===== src/rtl/ab_cond_pkg.sv =====
// Shared types and constants for the A/B input conditioner.
// Debounce FSM encoding, counter width and default filter length.
package ab_cond_pkg;

  typedef enum logic [1:0] {
    STABLE_LO = 2'd0,
    WAIT_HI   = 2'd1,
    STABLE_HI = 2'd2,
    WAIT_LO   = 2'd3
  } db_state_e;

  localparam int unsigned CNT_W = 8;
  localparam int unsigned DEBOUNCE_DEFAULT = 4;

endpackage


===== src/rtl/ab_debounce_ch.sv =====
// One conditioning channel: 2-flop synchronizer, debounce FSM,
// saturating-by-exit counter and rising-edge pulse register.
module ab_debounce_ch
  import ab_cond_pkg::*;
#(
  parameter int unsigned DEBOUNCE_CYCLES = DEBOUNCE_DEFAULT,
  parameter int unsigned PULSE_MODE      = 1
) (
  input  logic clk_i,
  input  logic rst_i,
  input  logic raw_i,
  output logic level_o,
  output logic out_o
);

  localparam logic [CNT_W-1:0] DB_W = CNT_W'(DEBOUNCE_CYCLES);

  logic             sync1_q;
  logic             s_q;
  db_state_e        state_q, state_d;
  logic [CNT_W-1:0] cnt_q, cnt_d;
  logic [CNT_W-1:0] cnt_inc;
  logic             level_q, level_d;
  logic             pulse_q, pulse_d;
  logic             differ;
  logic             hit;

  // Bring the asynchronous raw input into the clock domain.
  always_ff @(posedge clk_i) begin
    if (rst_i) begin
      sync1_q <= 1'b0;
      s_q     <= 1'b0;
    end else begin
      sync1_q <= raw_i;
      s_q     <= sync1_q;
    end
  end

  assign differ  = s_q ^ level_q;
  assign cnt_inc = cnt_q + 1'b1;
  assign hit     = differ && (cnt_inc == DB_W);

  // Next-state: count differing samples, flip level when the run completes.
  always_comb begin
    state_d = state_q;
    cnt_d   = cnt_q;
    level_d = level_q;
    pulse_d = 1'b0;
    unique case (state_q)
      STABLE_LO, WAIT_HI: begin
        if (hit) begin
          state_d = STABLE_HI;
          cnt_d   = '0;
          level_d = 1'b1;
        end else if (differ) begin
          state_d = WAIT_HI;
          cnt_d   = cnt_inc;
        end else begin
          state_d = STABLE_LO;
          cnt_d   = '0;
        end
      end
      STABLE_HI, WAIT_LO: begin
        if (hit) begin
          state_d = STABLE_LO;
          cnt_d   = '0;
          level_d = 1'b0;
        end else if (differ) begin
          state_d = WAIT_LO;
          cnt_d   = cnt_inc;
        end else begin
          state_d = STABLE_HI;
          cnt_d   = '0;
        end
      end
      default: begin
        state_d = STABLE_LO;
        cnt_d   = '0;
        level_d = 1'b0;
      end
    endcase
    if (PULSE_MODE != 0) begin
      pulse_d = level_d & ~level_q;
    end
  end

  // Debounce state, counter, level and pulse registers.
  always_ff @(posedge clk_i) begin
    if (rst_i) begin
      state_q <= STABLE_LO;
      cnt_q   <= '0;
      level_q <= 1'b0;
      pulse_q <= 1'b0;
    end else begin
      state_q <= state_d;
      cnt_q   <= cnt_d;
      level_q <= level_d;
      pulse_q <= pulse_d;
    end
  end

  assign level_o = level_q;
  assign out_o   = (PULSE_MODE != 0) ? pulse_q : level_q;

endmodule


===== src/rtl/ab_input_cond.sv =====
// Conditions two raw bouncy inputs into clean A/B strobes or levels
// for the downstream A/B-to-N/R FSM; channels are independent.
module ab_input_cond
  import ab_cond_pkg::*;
#(
  parameter int unsigned DEBOUNCE_CYCLES = DEBOUNCE_DEFAULT,
  parameter int unsigned PULSE_MODE      = 1
) (
  input  logic clk,
  input  logic rst,
  input  logic a_raw,
  input  logic b_raw,
  output logic A,
  output logic B,
  output logic a_level,
  output logic b_level
);

  ab_debounce_ch #(
    .DEBOUNCE_CYCLES(DEBOUNCE_CYCLES),
    .PULSE_MODE     (PULSE_MODE)
  ) u_ch_a (
    .clk_i  (clk),
    .rst_i  (rst),
    .raw_i  (a_raw),
    .level_o(a_level),
    .out_o  (A)
  );

  ab_debounce_ch #(
    .DEBOUNCE_CYCLES(DEBOUNCE_CYCLES),
    .PULSE_MODE     (PULSE_MODE)
  ) u_ch_b (
    .clk_i  (clk),
    .rst_i  (rst),
    .raw_i  (b_raw),
    .level_o(b_level),
    .out_o  (B)
  );

endmodule

===== config.mk =====
export PLATFORM = sky130hd
export DESIGN_NAME = ab_input_cond
export DESIGN_NICKNAME = d
export VERILOG_FILES = /design/src/rtl/ab_cond_pkg.sv /design/src/rtl/ab_debounce_ch.sv /design/src/rtl/ab_input_cond.sv
export SDC_FILE = /design/constraint.sdc
export NUM_CORES = 1
export LEC_CHECK = 0
export ABC_AREA = 1
export CAP_MARGIN = 10
export CORE_MARGIN = 5
export CORE_UTILIZATION = 25
export DETAILED_ROUTE_END_ITERATION = 10
export GPL_ROUTABILITY_DRIVEN = 0
export SLEW_MARGIN = 20
export SYNTH_ARGS = -nofsm -noshare
export SYNTH_HDL_FRONTEND = slang
export SYNTH_SLANG_ARGS = --single-unit

===== constraint.sdc =====
create_clock -name clk -period 2.95 [get_ports clk]
set_input_delay 0.4425 -clock clk [delete_from_list [all_inputs] [get_ports clk]]
set_output_delay 0.4425 -clock clk [all_outputs]
set_load 0.05 [all_outputs]

Word level (Yosys, flattened, before mapping)

Index checks and enable logic that the tools add are counted.

Register bits after elaboration: 28
Bits of input ports: 4
Output and inout port bits: 4
Word-level logic and storage cells: 60

$add $sub $neg: 2
Equality and inequality tests: 8
Multiplexer cells: 22
Bitwise logic cells: 6
Reductions and logical operators: 10

Operators with widths:

| kind                                                            | number |
|---|---|
| 8-bit 2-to-1 mux                                                | 6 |
| 8-bit by 1-bit adder with 8-bit output, second input constant   | 2 |
| 8-bit by 3-bit == test with 1-bit output, second input constant | 2 |
| 2-bit == test, second input constant                            | 4 |
| 1-bit 2-to-1 mux                                                | 8 |
| 2-bit 2-to-1 mux                                                | 4 |
| 2-bit case mux with 2 select lines                              | 2 |
| 2-bit OR reduction                                              | 4 |
| 4-bit OR reduction                                              | 2 |
| 2-bit by 1-bit == test with 1-bit output, second input constant | 2 |
| 2-bit logical NOT                                               | 2 |
| 1-bit case mux with 2 select lines                              | 2 |
| 1-bit AND                                                       | 2 |
| 1-bit logical AND                                               | 2 |
| 1-bit NOT                                                       | 2 |
| 1-bit XOR                                                       | 2 |

Logic depth before layout (Yosys ltp)

Word-level depth: 6
Mapped depth: 11
Mapped depth without buffers: 11

By module

Synthesis repeated with hierarchy kept, for this count alone.

Cell total of the unflattened synthesis: 204
Area total of the unflattened synthesis: 1341.3 um2

By module, submodules not included:

| module         | instances | cells an instance | area each (um2) | sequential area each (um2) |
|---|---|---|---|---|
| ab_debounce_ch | 2         | 102               | 670.6           | 260.2 |

Worst setup path after synthesis

Ideal clock, no wire load.

Kind: reg-to-reg
Start: register u_ch_b.cnt_q[0]
End: register u_ch_b.cnt_q[6]
Setup time: 109 ps
Data arrival time: 1273 ps
Data required time: 2841 ps
Slack: 1568 ps
Stages on the path, launching flop included: 11
Buffers on the path: 0
Clock period less this slack: 1382 ps
Cell sequence: dfxtp_1 ha_1 nand3_2 o21ai_1 nand2_1 nor2_4 nand2_2 nand3_4 inv_2 nand2_1 inv_1

Longest elaborated chain between the ends: 5
Elaborated cells on any way between the ends: 6
Classes of those cells: add/sub: 1; eq/ne: 1; mux: 3; reduce/logical: 1

Ends and longest elaborated chain:

| element                                    | line                 | RTL |
|---|---|---|
| start, declared                            | ab_debounce_ch.sv:21 | `logic [CNT_W-1:0] cnt_q, cnt_d;` |
| start signal, assigned                     | ab_debounce_ch.sv:96 | `cnt_q <= cnt_d;` |
| 8-bit by 1-bit adder with 8-bit output (*) | ab_debounce_ch.sv:40 | `assign cnt_inc = cnt_q + 1'b1;` |
| 8-bit by 3-bit == test with 1-bit output   | ab_debounce_ch.sv:41 | `assign hit = differ && (cnt_inc == DB_W);` |
| 1-bit logical AND                          | ab_debounce_ch.sv:41 |  |
| 8-bit 2-to-1 mux (*)                       | ab_debounce_ch.sv:64 | `if (hit) begin` |
| 8-bit 2-to-1 mux (*)                       | --                   |  |

Every way passes the cells marked *; elsewhere a longest branch is shown, timed or not. The select of a mux whose other input is x is not followed.
A chain may end at the register's enable or synchronous reset.

Worst setup path in the final report

Start: register u_ch_b.level_q (netlist: u_ch_b.level_o)
End: output b_level

RTL lines:

| element                | line                 | RTL |
|---|---|---|
| start, declared        | ab_debounce_ch.sv:23 | `logic level_q, level_d;` |
| start signal, assigned | ab_debounce_ch.sv:97 | `level_q <= level_d;` |
| end, declared          | ab_input_cond.sv:16  | `output logic b_level` |

No word-level cell between the ends.

==> run_results.csv <==
group,metric,value,unit
setup_path,crit_fanout,4,
synthesis,synthesis.area,1169,um^2
routing,first_iter_violations,30,
placement,dp_worst_setup_slack,1.291,ns
global_routing,grt.met1_usage,8.426,%
cells_and_area,syn2layout_area_growth,17.35,%
cells_and_area,regArea,520.5,um^2
setup_path,crit_type,"register to primary output",
routing,drt-wirelength-per-cell,8.063,um
sta,min_period_over_period,65.08,%
die,die_w,78.37,um
placement,hpwl,1.418,mm
synthesis,yosys_warnings,0,
sta,fin_skew,0.005051,ns
die,start_util,26.30,%
power_and_ir_drop,sw_frac_of_total,17.82,%
setup_path,slowest_delay,0.82,ns
clocking,cts_max_path_buffers,2,
routing,final_antenna_net_count,0,
worst_hold_path,hold_path_depth,2,
sta,setup_violations,0,
sta,finalMaxSlewViolations,0,
power_and_ir_drop,p_comb_share,2.2,%
die,core-area,4444,um^2
placement,port_buffers,7,
synthesis,synth_ff_type,"dfxtp_1",
worst_hold_path,hold_class,"register to register",
clocking,root_buffer,"clkbuf_8",
sta,finalHoldViolations,0,
setup_path,cp.required,2.51,ns
cells_and_area,final_util,30.86,%
synthesis,synth_seq_cells,26,
sta,slew_headroom,66.76,%
clocking,cts.sinks,26,
cells_and_area,multi_input_area,516.7,um^2
cells_and_area,antenna_cells,0,
die,io_pins,8,
setup_path,slowest_stage,"clkdlybuf4s50_1",
run_status,status,"completed",
setup_path,crit_chain,"clkdlybuf4s50_1",
global_routing,grt_max_degree,16,
synthesis,avgSynthCellArea,7.350,um^2
setup_path,worst-r2r-cell-count,8,
cells_and_area,drive_gt1_share,11.24,%
routing,wirelength,1.782,mm
clocking,cts_hold_buf,0,
die,dieHeight,78.37,um
power_and_ir_drop,clockPowerShare,43.9,%
power_and_ir_drop,irDropWorstVdd,0.0002493,V
power_and_ir_drop,leakage,0.0005367,uW
sta,worst_pin_slew,0.4970,ns
placement,place_area,1300,um^2
routing,drt-pass1-iter-count,4,
synthesis,yosys.cell_types.count,22,
clocking,cts_setup_buffers,0,
setup_path,critPathArrivalTime,1.48,ns
synthesis,synth_top_area_share,44.54,%
global_routing,grt_antenna_before_repair,0,
synthesis,yosysSeqAreaShare,44.54,%
global_routing,grt_util_all_layers,6.571,%
sta,setup_slack,1.030,ns
global_routing,top_usage_layer,"met2",
routing,vias,897,
die,rows,24,
die,dieArea,6142,um^2
global_routing,grt-ovfl-total,0,
sta,min_period,1.920,ns
clocking,ctsResizeCount,0,
setup_path,cp.depth,1,
job,maxCapViolCount,0,
sta,finalSetupTns,0,ns
power_and_ir_drop,p_int,541.9,uW
power_and_ir_drop,switching_power,117.5,uW
setup_path,path_delay_family,"buffers and inverters",
synthesis,yosys-top-cells-area,"dfxtp_1 (45%), inv_1 (10%), nand2_1 (9.6%), nor2_1 (6.4%), a21oi_1 (4.7%)",
setup_path,worstSetupStartpointType,"register",
synthesis,synth_most_common_cell,"inv_1",
synthesis,synth_largest_area_cell,"dfxtp_1",
cells_and_area,design_area,1371,um^2
clocking,clkSlewWorstSetupHoldPaths,0.09,ns
synthesis,syn-num-nets,165,
global_routing,grt_util_met3,1.373,%
power_and_ir_drop,power_frac_seq,53.9,%
global_routing,use_met2,10.27,%
cells_and_area,layout.nets,176,
setup_path,end_kind,"primary output",
global_routing,grt_pass1_vias,806,
clocking,worst_skew_pair.late_latency,0.27,ns
cells_and_area,nFillCells,491,
global_routing,grt_pass1_wl,3.312,mm
clocking,cts_tree,"done",
sta,rsz0062_at_grt,"false",
routing,drcViolationCount,0,
synthesis,syn_inst,159,
synthesis,synth_edf_count,0,
routing,viasPerCell,4.059,
synthesis,async_reset_ff_share,0,%
setup_path,cp_num_buf_inv,1,
synthesis,ys_top_cells_by_count,"inv_1 (31), nand2_1 (30), dfxtp_1 (26), nor2_1 (20), a21oi_1 (11)",
power_and_ir_drop,cellPowerDensity,480.9,nW/um^2
clocking,cts_max_level,1,
sta,max_freq,520.9,MHz
clocking,cts_buffers,3,
## layout make-up
type | count | share of cell area [%]
clock buffers | 3 | 3.011
clock inverters | 1 | 2.190
inverters | 34 | 9.307
multi-input cells | 98 | 37.68
flip-flops and latches | 26 | 37.96
well taps | 52 | 4.745
repair buffers | 7 | 5.109
## final timing paths
path	slack [ns]	startpoint	endpoint
worst max register to register	1.42	u_ch_a.cnt_q[0]	u_ch_a.level_o
worst min register to register	0.41	u_ch_a.sync1_q	u_ch_a.s_q
worst max-delay path	1.03	u_ch_b.level_o	b_level
worst min-delay path	0.41	u_ch_a.sync1_q	u_ch_a.s_q
## cell usage in the layout (no fill, tap or decap), types with 6 or more instances in the layout
cell	netlist	routed
nand4_1	6	6
nand3_1	9	9
a21oi_1	11	11
inv_1	31	31
clkdlybuf4s50_1	0	7
nor2_1	20	20
nand2_1	30	30
dfxtp_1	26	26
## routing by layer
metal,share of wire (%),up-vias
met2,44,9
li1,-,504
met1,51,382
met5,0,-
met3,3.4,2
met4,1.9,0
## worst reg2reg max path: cells and delay by family (launching register included)
family,cells,cell delay [ns]
AO/OA/AOI/OAI,2,0.25
adder cells (fa/ha/maj),1,0.21
flip-flops,1,0.38
AND/OR/NAND/NOR,5,0.60
## state kept, by name, indices dropped and copies added, names as in the netlist
register and cells:
u_ch_b.cnt_q 8, u_ch_b.level_o 1, u_ch_a.level_o 1, u_ch_b.state_q 1, u_ch_a.s_q 1, u_ch_b.out_o 1
u_ch_b.sync1_q 1, u_ch_a.sync1_q 1, u_ch_a.state_q 1, u_ch_a.cnt_q 8, u_ch_a.out_o 1, u_ch_b.s_q 1
## power groups by stage
| stage | Clock (uW) | Sequential [uW] | Combinational (uW) |
|---|---|---|---|
| floorplan | 0 | 364 | 9.34 |
| global placement | 0 | 364 | 14.6 |
| detailed placement | 0 | 364 | 14.8 |
| CTS | 303 | 356 | 14.9 |
| global route | 316 | 356 | 16.9 |
| finish | 289 | 356 | 14.4 |
## per-stage QoR
stage	instances	total power [uW]	hold slack (ns)
2_1_floorplan	159	372.9	0.3883
3_3_place_gp	217	378.4	0.3937
3_5_place_dp	217	378.8	0.3980
4_1_cts	221	673.6	0.4119
5_1_grt	221	689.0	0.4309
6_report	221	659.5	0.4077
## cell families after synthesis
logic type	count (synthesis)	synth area share [%]
simple gates	77	31.91
xor+xnor	4	2.998
flops	26	44.54
compound gates	15	7.173
fa+ha+maj	2	2.141
buf+inv	35	11.24
Note: power is estimated with default switching activity, not from simulation.
